--- src/rtl/fetch_pkg.sv ---
// Shared types and defaults for the instruction-fetch front end.
// The fetch queue stores entries as {pc, instr}; the helper below gives the packed width.
package fetch_pkg;

  localparam int          DEFAULT_PC_STEP  = 4;
  localparam logic [31:0] DEFAULT_RESET_PC = 32'h0000_0000;

  function automatic int entry_width(input int addr_w, input int data_w);
    return addr_w + data_w;
  endfunction

  typedef struct packed {
    logic [31:0] pc;
    logic [31:0] instr;
  } fetch_entry_t;

endpackage

--- src/rtl/fetch_fifo.sv ---
// Synchronous prefetch queue with flush and occupancy count.
// The head is read straight from the array so a pushed entry is visible the next cycle, never the same one.
module fetch_fifo #(
  parameter int WIDTH = 64,
  parameter int DEPTH = 4
) (
  input  logic                     clk,
  input  logic                     rst,
  input  logic                     flush,
  input  logic                     push,
  input  logic [WIDTH-1:0]         push_data,
  input  logic                     pop,
  output logic [WIDTH-1:0]         head_data,
  output logic                     empty,
  output logic [$clog2(DEPTH):0]   count
);

  localparam int AW = $clog2(DEPTH);
  localparam int CW = AW + 1;

  logic [WIDTH-1:0] r_mem [DEPTH];
  logic [AW-1:0]    r_wr_ptr;
  logic [AW-1:0]    r_rd_ptr;
  logic [CW-1:0]    r_count;
  logic             w_full;
  logic             w_push;
  logic             w_pop;

  assign empty     = (r_count == '0);
  assign w_full    = (r_count == CW'(DEPTH));
  assign w_pop     = pop && !empty;
  assign w_push    = push && (!w_full || w_pop);
  assign head_data = r_mem[r_rd_ptr];
  assign count     = r_count;

  always_ff @(posedge clk) begin
    if (w_push) begin
      r_mem[r_wr_ptr] <= push_data;
    end
  end

  // DEPTH is a power of two, so the pointers wrap by plain overflow.
  always_ff @(posedge clk) begin
    if (rst || flush) begin
      r_wr_ptr <= '0;
      r_rd_ptr <= '0;
      r_count  <= '0;
    end else begin
      if (w_push) begin
        r_wr_ptr <= r_wr_ptr + 1'b1;
      end
      if (w_pop) begin
        r_rd_ptr <= r_rd_ptr + 1'b1;
      end
      if (w_push && !w_pop) begin
        r_count <= r_count + 1'b1;
      end else if (w_pop && !w_push) begin
        r_count <= r_count - 1'b1;
      end
    end
  end

  a_no_overflow: assert property (@(posedge clk) disable iff (rst || flush)
    !(push && w_full && !pop));

endmodule

--- src/rtl/instr_fetch_unit.sv ---
// Fetch front end: registered fetch PC, 1-cycle imem requests gated by queue credit,
// prefetch queue toward decode, and redirect handling that flushes stale fetches.
module instr_fetch_unit
  import fetch_pkg::*;
#(
  parameter int                    ADDR_WIDTH = 32,
  parameter int                    DATA_WIDTH = 32,
  parameter int                    FIFO_DEPTH = 4,
  parameter logic [ADDR_WIDTH-1:0] RESET_PC   = ADDR_WIDTH'(DEFAULT_RESET_PC),
  parameter int                    PC_STEP    = DEFAULT_PC_STEP
) (
  input  logic                          clk,
  input  logic                          rst,
  output logic                          imem_req,
  output logic [ADDR_WIDTH-1:0]         imem_addr,
  input  logic [DATA_WIDTH-1:0]         imem_rdata,
  input  logic                          redirect_valid,
  input  logic [ADDR_WIDTH-1:0]         redirect_pc,
  output logic                          inst_valid,
  input  logic                          inst_ready,
  output logic [DATA_WIDTH-1:0]         inst_data,
  output logic [ADDR_WIDTH-1:0]         inst_pc,
  output logic [ADDR_WIDTH-1:0]         inst_pc_next,
  output logic [$clog2(FIFO_DEPTH):0]   fifo_count
);

  localparam int                    CW        = $clog2(FIFO_DEPTH) + 1;
  localparam int                    EW        = entry_width(ADDR_WIDTH, DATA_WIDTH);
  localparam logic [ADDR_WIDTH-1:0] STEP_V    = ADDR_WIDTH'(PC_STEP);
  localparam logic [ADDR_WIDTH-1:0] STEP_MASK = ~ADDR_WIDTH'(PC_STEP - 1);

  logic [ADDR_WIDTH-1:0] r_fetch_pc;
  logic [ADDR_WIDTH-1:0] r_req_pc;
  logic                  r_inflight;
  logic                  r_kill;

  logic                  w_pop;
  logic                  w_push;
  logic                  w_req;
  logic                  w_empty;
  logic [CW-1:0]         w_count;
  logic [CW:0]           w_credit;
  logic [EW-1:0]         w_head;

  // Slots committed after this edge: queued + in flight - leaving now.
  // Counting the pop lets a full queue keep streaming at one entry per cycle.
  assign w_pop    = inst_valid && inst_ready;
  assign w_credit = {1'b0, w_count} + (CW + 1)'(r_inflight) - (CW + 1)'(w_pop);
  assign w_req    = !rst && !redirect_valid && (w_credit < (CW + 1)'(FIFO_DEPTH));
  assign w_push   = r_inflight && !r_kill;

  always_ff @(posedge clk) begin
    if (rst) begin
      r_fetch_pc <= RESET_PC;
      r_req_pc   <= '0;
      r_inflight <= 1'b0;
      r_kill     <= 1'b0;
    end else begin
      r_inflight <= w_req;
      r_kill     <= redirect_valid && r_inflight;
      if (redirect_valid) begin
        r_fetch_pc <= redirect_pc & STEP_MASK;
      end else if (w_req) begin
        r_fetch_pc <= r_fetch_pc + STEP_V;
      end
      if (w_req) begin
        r_req_pc <= r_fetch_pc;
      end
    end
  end

  fetch_fifo #(
    .WIDTH (EW),
    .DEPTH (FIFO_DEPTH)
  ) u_fifo (
    .clk       (clk),
    .rst       (rst),
    .flush     (redirect_valid),
    .push      (w_push),
    .push_data ({r_req_pc, imem_rdata}),
    .pop       (w_pop),
    .head_data (w_head),
    .empty     (w_empty),
    .count     (w_count)
  );

  assign imem_req               = w_req;
  assign imem_addr              = r_fetch_pc;
  assign inst_valid             = !w_empty && !redirect_valid;
  assign {inst_pc, inst_data}   = w_head;
  assign inst_pc_next           = inst_pc + STEP_V;
  assign fifo_count             = w_count;

endmodule

--- config.mk ---
export PLATFORM = sky130hd
export DESIGN_NAME = instr_fetch_unit
export DESIGN_NICKNAME = d
export VERILOG_FILES = /design/src/rtl/fetch_pkg.sv /design/src/rtl/fetch_fifo.sv /design/src/rtl/instr_fetch_unit.sv
export SDC_FILE = /design/constraint.sdc
export NUM_CORES = 1
export LEC_CHECK = 0
export CORE_ASPECT_RATIO = 0.75
export CORE_MARGIN = 3
export CORE_UTILIZATION = 49
export DETAILED_ROUTE_END_ITERATION = 10
export HOLD_SLACK_MARGIN = 0.06
export PLACE_DENSITY = 0.77
export SLEW_MARGIN = 20
export SYNTH_ARGS = -nofsm -noshare
export SYNTH_HDL_FRONTEND = slang
export SYNTH_SLANG_ARGS = --single-unit
--- constraint.sdc ---
create_clock -name clk -period 3.11 [get_ports clk]
set_input_delay 0.311 -clock clk [delete_from_list [all_inputs] [get_ports clk]]
set_output_delay 0.311 -clock clk [all_outputs]
set_load 0.03 [all_outputs]
# --- After elaboration in Yosys (flattened, before gate mapping) ---
# Memory sizes are Yosys's and may differ from the RTL's. A register that Yosys moved wholly into a read port is not among the register bits.
# Cells that the tools add are included.
classes:
  addsub: 8
  magnitude_cmp: 1
  n_eq_ne: 1
  n_mux: 8
  reduce_logical: 23
ops:
  columns: ["op", "n"]
  rows:
  - ["adder 32 x 3 -> 32 bit (second input constant)", 2]
  - ["2-to-1 mux 32 bit", 2]
  - ["logical AND 1 bit", 10]
  - ["zero test 1 bit", 7]
  - ["2-to-1 mux 3 bit", 2]
  - ["adder 2 x 1 -> 2 bit (second input constant)", 2]
  - ["adder 3 x 1 -> 4 bit", 1]
  - ["less-than comparator 4 x 3 -> 1 bit (second input constant)", 1]
  - ["2-to-1 mux 2 bit", 2]
  - ["nonzero test 2 bit", 2]
  - ["subtractor 4 x 1 -> 4 bit", 1]
  - ["adder 3 x 1 -> 3 bit (second input constant)", 1]
  - ["equality test 3 bit (second input constant)", 1]
  - ["zero test 3 bit", 1]
  - ["subtractor 3 x 1 -> 3 bit (second input constant)", 1]
  - ["logical OR 1 bit", 2]
  - ["2-to-1 mux 1 bit", 2]
  - ["OR reduction 2 bit", 1]
word_totals:
  ff_bits: 73
  mem_bits_rw: 256
  output_inout_bits: 133
  memories: 1
memory_table:
  columns: ["memory", "words", "word_bits", "read_ports", "rd_ports_with_merged_regs", "wr", "line", "rtl"]
  rows:
  - ["u_fifo.r_mem", 4, 64, 1, 1, 1, "fetch_fifo.sv:21", "logic [WIDTH-1:0] r_mem [DEPTH];"]

# --- Depth between registers and ports, before layout ---
# Gate-level depths: netlist of the first run.
logic_depth:
  depth_word: 11
  ltp_mapped: 16
  ltp_nobuf: 13

# --- Modules after synthesis ---
# From an unflattened synthesis of the first run, not the netlist that was laid out.
unflattened:
  hier_cells: 830
  area_unflattened_um2: 13175.1
by_module_without_submodules:
  columns: ["mod", "instances", "cells_each", "area_each_um2", "seq_area_each_um2"]
  rows:
  - ["fetch_fifo", 1, 383, 9669.3, 7867.5]
  - ["instr_fetch_unit", 1, 447, 3505.9, 1241.2]

# --- Least setup slack after synthesis of the first run ---
# Ideal clock, no wire load.
synth_path:
  path_type: "register -> register"
  start: "reg u_fifo.r_count[2] (netlist: u_fifo.count[2])"
  end: "mem u_fifo.r_mem[0][0] (enable)"
  setup_ps: 426
  arrival_time_ps: 3757
  t_required_ps: 2684
  path_slack_ps: -1074
  path_stages_with_launch: 9
  cell_sequence: "dfxtp_1 > buf_2 > inv_1 > a21oi_1 > and2_1 > clkbuf_1 > inv_1 > a311oi_2 > and2_1"
synth_between:
  elab_chain_cells: 9
  word_cells_on_any_way: 11
  classes_between: "eq/ne (1); mux (2); reduce/logical (8)"
synth_rtl:
  columns: ["item", "line", "rtl"]
  rows:
  - ["start: declaration", "fetch_fifo.sv:24", "logic [CW-1:0] r_count;"]
  - ["start signal: assignment", "fetch_fifo.sv:56", "r_count <= r_count + 1'b1;"]
  - ["start signal: assignment", "fetch_fifo.sv:58", "r_count <= r_count - 1'b1;"]
  - ["zero test 3 bit", "fetch_fifo.sv:29", "assign empty = (r_count == '0);"]
  - ["zero test 1 bit", "instr_fetch_unit.sv:89", "assign inst_valid = !w_empty && !redirect_valid;"]
  - ["logical AND 1 bit", "instr_fetch_unit.sv:89", null]
  - ["named net inst_valid", "instr_fetch_unit.sv:19", "output logic inst_valid,"]
  - ["logical AND 1 bit", "instr_fetch_unit.sv:47", "assign w_pop = inst_valid && inst_ready;"]
  - ["logical AND 1 bit", "fetch_fifo.sv:31", "assign w_pop = pop && !empty;"]
  - ["logical OR 1 bit", "fetch_fifo.sv:32", "assign w_push = push && (!w_full || w_pop);"]
  - ["logical AND 1 bit", "fetch_fifo.sv:32", null]
  - ["named net u_fifo.w_push", "fetch_fifo.sv:26", "logic w_push;"]
  - ["2-to-1 mux 1 bit", "fetch_fifo.sv:37", "if (w_push) begin"]
  - ["2-to-1 mux 1 bit (not written as such)", "fetch_fifo.sv:38", "r_mem[r_wr_ptr] <= push_data;"]
  - ["end: declaration", "fetch_fifo.sv:21", null]
# The timed path passes the listed nets, and every way through them passes these cells.

==> impl_results.md, run 1 <==
* Setup Skew at 0.0155 ns
* Fill cell count at 1784
* Global route overflow at 0
* Critical path launch point type: register
* Cell Area, Synth at 12900 um^2
* CTS tree: yes
* Max_slew headroom at 56.3%
* Die Width at 193 um
* Largest family of logic cells by synthesized area: multiplexers
* Actual slew at the worst max-slew pin at 0.656 ns
* Share of the synthesized area in the top cell type at 57.7%
* Hold/Removal Path Class: in2reg
* First-pass GRT wire length at 47000 um
* Simple-Gate Fraction of Synth Area at 8.92%
* Slowest CP cell: mux4_2
* Avg WL per Cell at 21.0 um
* Post-synthesis adder-cell area fraction at 1.22%
* GR Util All Layers at 20.9%
* Via-per-instance ratio at 5.51
* Post-Synth XOR/XNOR Area at 3.87%
* P_leak at 5.87 nW
* Critical-path cell list: buf_6 > mux4_2 > buf_6 > nand3_4 > nor4_4 > buf_6 > and3_4 > nand3_1 > xnor2_1 > buf_4
* Crit path required time at 2.80 ns
* Sequential area share after synthesis at 68.7%
* Number of global-route vias before repair at 8037
* Total Power at 0.0102 W
* Synth Area in Compound Gates at 3.66%
* Dpl hpwl at 19900 um
* DRT iter0 DRCs at 616
* Setup violations, final at 1
* Distinct cell type count after synthesis at 60
* Share of layout cells above drive strength 1 at 24.0%
* Crit-path max FO at 6
* Status: finished, violations left
* Remaining DRCs at 0
* Maximum number of pins on one net before global-route repair at 63
* Ports at 201
* DR vias at 7922
* Setup ws final at -0.0505 ns
* Pwr Density at 593 nW/um^2
* Die ar. at 28300 um^2
* Hold Fails Final Rpt at 0
* CP arrival at 2.85 ns
* Slew Limit Fails at 0
* Most frequent CP cell: buf_6
* Clock Sink Count at 319
* Unrepaired setup endpoints after global routing: yes
* Critical path buffers and inverters at 4
* Max Clk Rate at 316 MHz
* GP Congestion at 0.854
* MaxCap Viol Count at 0
* Area of the core at 25400 um^2
* Htree depth at 1
* Number of antenna repair diodes at 0
* # port buffers at 192
* Clock-pin slew on the worst setup and hold paths at 0.06 ns
* CP Capture Type: output port
* VDD IR-drop max at 441 uV
* EDFF count, synth at 248
* Count leader, synth: edfxtp_1
* Cts bufs inserted at 30
* Synth async-reset ratio at 0%
* Clock tree buffer depth at 3
* CP peak stage delay at 0.38 ns
* Failing checks: setup timing
* CTS Hold Buffers Added at 0
* Area grow syn2layout at 32.7%
* Layout net count at 1158
* Syn Area/Cell at 15.8 um^2
* Most used flip-flop cell after synthesis: edfxtp_1
* Ys Warns at 0
* Initial core utilization at 50.8%
* Routed Antenna Nets at 0
* Largest delay share family, worst path: simple AND/OR/NAND/NOR gates
* Setup CP Type: reg2out
* Worst hold slack at 0.294 ns
* Commonest cells in the netlist: edfxtp_1 (248), nand2_1 (90), dfxtp_1 (71)
* Clock latency on the worst-skew pair at 0.55 ns
* Die H at 147 um
* Final worst path period share at 102%
* DRT Pass-1 Iters at 5
* Cell taking the most area after synthesis: edfxtp_1
* Fin util at 67.4%
* Root buffer cell: clkbuf_16
* Mux share of post-synthesis cell area at 11.1%
* Post-route minimum period at 3.16 ns
* FF+latch count, synth at 319
* Routed wire length at 30100 um
* Initial antenna violation count at 0
* Top post-synthesis cells by area: edfxtp_1 (58%), dfxtp_1 (11%), mux4_2 (10%)
* Row Count at 50
* Mapped Cells at 817
## stage by stage
step | TNS [ns] | area (um^2) | std cells | setup WS (ns)
after floorplan | 0 | 13000 | 822 | 0.0235
after global placement | 0 | 15500 | 1342 | 0.138
after detailed placement | 0 | 15500 | 1342 | 0.0414
after CTS | -0.199 | 16900 | 1423 | -0.0563
after global routing | -0.933 | 17100 | 1439 | -0.149
final | -0.0505 | 17100 | 1439 | -0.0505
## sequential cells by signal (all words and copies together) (netlist names), named ones only
signal / flops
imem_addr: 30
r_inflight: 1
r_kill: 1
r_req_pc: 30
u_fifo.count: 3
u_fifo.r_mem: 248
u_fifo.r_rd_ptr: 2
u_fifo.r_wr_ptr: 2
## cell type report
| class | instances | area [um^2] | area share (%) |
|---|---|---|---|
| Sequential cell | 319 | 8890 | 51.9 |
| Clock buffer | 40 | 820 | 4.78 |
| Clock inverter | 15 | 178 | 1.04 |
| Inverter | 16 | 62.6 | 0.365 |
| Timing Repair Buffer | 272 | 2800 | 16.4 |
| Multi-Input combinational cell | 439 | 3960 | 23.1 |
| Tap cell | 338 | 423 | 2.47 |
## layout by cell type (no fill, tap or decap), types with 4 or more instances in the layout
cell type        synthesis  routed
nand2_1                 90      87
dfxtp_4                  0       5
and4_1                   5       4
buf_6                    1      18
clkbuf_16                0      31
clkbuf_1                26       8
dfxtp_1                 71      66
and3_1                  13      11
buf_12                   1      19
conb_1                   1       6
bufinv_16                0       4
inv_1                   13      12
clkinv_1                 1       5
and2_2                   0       4
a211oi_1                22      22
mux4_2                  60      61
nand4_1                 19      19
xor2_1                  32      31
buf_4                    9      65
edfxtp_1               248     248
xnor2_1                 25      17
ha_1                    11       9
nor2_1                  42      41
xnor2_2                  0       8
clkdlybuf4s50_1          0     162
a21oi_1                 37      35
nand3_1                 26      22
## per-layer routing
metal | share of wire [%] | GRT usage (%) | wire length (um) | vias up
li1 | - | - | - | 3641
met1 | 45 | 30.5 | 13500 | 3988
met2 | 48 | 33.5 | 14400 | 250
met3 | 5.4 | 3.67 | 1630 | 43
met4 | 1.8 | 4.63 | 551 | 0
met5 | 0 | 0 | 0 | -
## worst register-to-register path: cells and delay by family (launching register included)
family,cells,cell delay (ns)
buffers and inverters,4,0.46
and+or+nand+nor,4,0.54
DFF,1,0.38
adders and majority gates,2,0.44
AOI/OAI and AO/OA,5,0.85
## timing repair
item                                    in CTS  in global routing
setup buffers                               25                 16
hold endpoints to repair                     0                  0
gates resized for setup                     42                 28
pin swaps                                   12                 11
gates cloned                                 1                  0
endpoints found under the setup margin      49                 23
## where the power goes
part	internal [W]	switching (W)
combinational	0.000715	0.000904
sequential	0.00475	0.000117
clock	0.00218	0.00149
## worst paths after layout
kind                                      start                to  slack [ns]  depth (start not counted)
worst max-delay path                   register  inst_pc_next[29]       -0.05                         10
worst min-delay path                        rst     imem_addr[25]        0.29                          5
worst max register to register  u_fifo.count[1]     imem_addr[28]        0.28                         15
worst min register to register     r_req_pc[18]      r_req_pc[18]        0.50                          2
## cells by family (layout without fill, tap and decap cells)
kind of cell / after synthesis / in the layout
muxes: 65 / 65
adders and majority gates: 12 / 12
DFF: 319 / 319
and+or+nand+nor: 226 / 226
buffers and inverters: 64 / 343
xor gates and xnor gates: 57 / 57
AOI/OAI and AO/OA: 73 / 73
other: 1 / 6
No activity file was read; power rests on OpenSTA's default activity.
==> run 2, diff against run 1 <==
Settings changed: HOLD_SLACK_MARGIN 0.06 to 0.12.
==> results of run 2 <==
The final DEF is identical to that of run 1; final timing and power are the same.
==> run 3, diff against run 2 <==
Settings changed: CORE_UTILIZATION 49 to 54, PLACE_DENSITY 0.77 to 0.8, SYNTH_HIERARCHICAL set to 1.
Clock period 3.11 ns to 3.4 ns, I/O delays scaled along.
==> run 3 against run 2 <==
Compared with the run above:
- the run now ends clean
- first-iteration DRC count increased by 9.6%
- total power fell by 12%
- sequential share of layout area rose by 1.7 points
- synthesized area grew 2.1%
- core utilization grew 5.0 points
- clock skew is 0.0015 ns higher
- die area down 7.1%
==> impl_results.md, run 3 <==
* Post-route minimum period at 3.27 ns
* Mapped Cells at 830 (+1.6%)
* Area of the core at 23500 um^2 (-7.5%)
* Hold/Removal Path Class: in2reg
* # port buffers at 196 (+2.1%)
* Synth async-reset ratio at 0% (unchanged)
* Largest register by flop count: u_fifo/r_mem
* EDFF count, synth at 256 (+3.2%)
* Initial core utilization at 56.1% (+5.3 points)
* GR Util All Layers at 22.3% (+1.4 points)
* Initial antenna violation count at 0 (unchanged)
* Max Clk Rate at 306 MHz
* Area grow syn2layout at 29.2%
* Die H at 141 um (-3.6%)
* Crit-path max FO at 27 (+21)
* Clk network pwr share at 38.6% (+2.5 points)
* Actual slew at the worst max-slew pin at 1.06 ns (+0.405 ns)
* Number of antenna repair diodes at 0 (unchanged)
* Fin util at 72.5% (+5.0 points)
* Most common cell after layout, fill and taps aside: edfxtp_1
* Clock Sink Count at 327 (+2.5%)
* Slowest CP cell: mux4_2
* Met1 usage at 34.3% (+3.9 points)
* Critical-path cell list: buf_16 > mux4_2 > and3_1 > and3_1 > nand3_1 > nor2_2 > xor2_2 > buf_12
* Setup ws final at 0.133 ns (+0.184 ns)
* Distinct cell type count after synthesis at 53 (-12%)
* FF+latch count, synth at 327 (+2.5%)
* Sequential area share after synthesis at 69.1% (+0.43 points)
* Clock-pin slew on the worst setup and hold paths at 0.06 ns (about the same)
* Setup Skew at 0.0170 ns (+0.00150 ns)
* First-pass GRT wire length at 46300 um (-1.4%)
* Dpl ws at 0.176 ns (+0.134 ns)
* Sequential share of power at 50.4% (+2.4 points)
* Routed Antenna Nets at 0 (unchanged)
* Via-per-instance ratio at 5.74 (+4.3%)
* Htree depth at 1 (unchanged)
* Clock tree buffer depth at 3 (unchanged)
* Number of global-route vias before repair at 7988 (-0.61%)
* R2R setup slack at 0.46 ns (+0.18 ns)
* Worst hold slack at 0.234 ns (-0.0595 ns)
* Most used flip-flop cell after synthesis: edfxtp_1
* Clock latency on the worst-skew pair at 0.55 ns (about the same)
* Hold Fails Final Rpt at 0 (unchanged)
* Grt peak-use layer: met2
* Slew Limit Fails at 0 (unchanged)
* Routed wire length at 29600 um (-1.9%)
* Share of the synthesized area in the top cell type at 58.3% (+0.66 points)
* Sw frac at 23.2% (-1.5 points)
* Ports at 201 (unchanged)
* Max_slew headroom at 29.3% (-27 points)
* Commonest cells in the netlist: edfxtp_1 (256), nand2_1 (80), dfxtp_1 (71)
* Most frequent cells in the layout: edfxtp_1 (256), clkdlybuf4s50_1 (170), nand2_1 (80), dfxtp_1 (69), mux4_2 (64)
* Cell taking the most area after synthesis: edfxtp_1
* Met3 Use GR at 3.85% (+0.18 points)
* Critical path launch point type: register
* P_leak at 5.57 nW (-5.1%)
* Syn Area/Cell at 15.9 um^2 (+0.47%)
* Logic pwr share at 11.0% (-4.9 points)
* Setup violations, final at 0 (-1)
* Final worst path period share at 96.1%
* Die Width at 186 um (-3.6%)
* Share of layout cells above drive strength 1 at 18.8% (-5.2 points)
* MaxCap Viol Count at 0 (unchanged)
* Setup CP Type: reg2out
* Max reg flops at 256 (+3.2%)
* Status: finished, final reports clean
* Most frequent CP cell: and3_1
* CP arrival at 2.93 ns (+0.08 ns)
* Avg WL per Cell at 21.0 um (+0.45%)
* Reg area at 9120 um^2 (+2.6%)
* Top post-synthesis cells by area: edfxtp_1 (58%), mux4_2 (11%), dfxtp_1 (11%)
* P_int at 0.00685 W (-10%)
* Root buffer cell: clkbuf_16
* CP peak stage delay at 0.62 ns (+0.24 ns)
* Pwr Density at 524 nW/um^2 (-12%)
* Layout net count at 1136 (-1.9%)
* Row Count at 48 (-4.0%)
* Cell Area, Synth at 13200 um^2 (+2.1%)
* Remaining DRCs at 0 (unchanged)
* Crit path required time at 3.06 ns (+0.26 ns)
* Fill cell count at 1500 (-16%)
* Die ar. at 26300 um^2 (-7.1%)
* Switch Pwr at 0.00207 W (-17%)
* Met2 Track Usage GR at 34.3% (+0.80 points)
* CP Capture Type: output port
* GP Congestion at 0.872 (+2.1%)
* Multi-input logic area at 3920 um^2 (-0.95%)
* Unrepaired setup endpoints after global routing: yes
* VDD IR-drop max at 396 uV (-10%)
* Dpl hpwl at 18800 um (-5.3%)
* DRT iter0 DRCs at 675 (+9.6%)
* Count leader, synth: edfxtp_1
* Cts bufs inserted at 31 (+3.3%)
* CTS tree: yes
* Maximum number of pins on one net before global-route repair at 65 (+3.2%)
* Global route overflow at 0 (unchanged)
* Ys Warns at 6 (+6)
* DRT Pass-1 Iters at 6 (+1)
* DR vias at 8077 (+2.0%)
[run 3: changes by cell type after synthesis, sizes merged, moves of 6 or more]
| cell | previous run | this run |
|---|---|---|
| nor3 | 3 | 9 |
| o2111ai | 0 | 14 |
| nand3 | 27 | 19 |
| nand4 | 22 | 13 |
| o21ai | 1 | 7 |
| edfxtp | 248 | 256 |
| nand2 | 90 | 80 |
[run 3: final timing paths]
check	from	endpoint	depth (start not counted)
min	rst	r_req_pc[26]	2
max reg2reg	u_fifo/count[1]	imem_addr[31]	12
max	register	inst_pc_next[31]	8
min reg2reg	r_inflight	r_kill	2
[run 3: per-stage QoR]
stage | std cells | power (W) | instance area, um^2 | TNS [ns]
final | 1406 | 0.00893 | 17000 | 0
after global routing | 1406 | 0.00921 | 17000 | -0.0386
after CTS | 1400 | 0.00896 | 16900 | 0
after detailed placement | 1338 | 0.00555 | 15800 | 0
after global placement | 1338 | 0.00553 | 15800 | 0
after floorplan | 839 | 0.00508 | 13200 | 0
[run 3: cell type report]
type                            instances  share of cell area [%]
Sequential cell                       327                    53.6
Clock inverter                         21                    1.24
Tap cell                              325                    2.39
Timing Repair Buffer                  232                    14.6
Multi-Input combinational cell        446                    23.0
Clock buffer                           36                    4.79
Inverter                               19                   0.419
[run 3: kinds of logic (layout without fill, tap and decap cells)]
family                     after synthesis  after routing  synth area share [%]
AOI/OAI and AO/OA                      103            103                  5.29
xor gates and xnor gates                56             56                  3.72
adders and majority gates               11             11                  1.10
buffers and inverters                   66            308                  2.13
DFF                                    327            327                  69.1
muxes                                   66             66                  11.1
other                                    1             10                0.0285
and+or+nand+nor                        200            200                  7.50
[run 3: per-layer routing]
layer	vias up	part of all wire [%]
met5	-	0
met4	0	2.2
met3	48	7.9
met2	374	46
met1	4007	44
li1	3648	-
[run 3: worst max-delay path, delay by kind of cell (launching register included)]
kind                      cells  cell delay, ns
xor gates and xnor gates      1            0.20
buffers and inverters         2            0.40
DFF                           1            0.49
muxes                         1            0.62
and+or+nand+nor               4            0.65
[run 3: what timing repair did]
action                                  4_1_cts  5_1_grt
resized for setup                             2       14
pin swaps                                     1        4
endpoints found under the setup margin       10       16
setup buffers                                 5        5
cloned                                        0        1
hold buffers                                  0        0
[run 3: power groups by stage]
stage	Combinational [W]	Clock (W)	Sequential [W]
after floorplan	0.000469	0	0.00461
after global placement	0.000954	0	0.00458
after detailed placement	0.000965	0	0.00458
after CTS	0.000972	0.00349	0.00450
after global routing	0.00104	0.00365	0.00451
final	0.000978	0.00345	0.00450
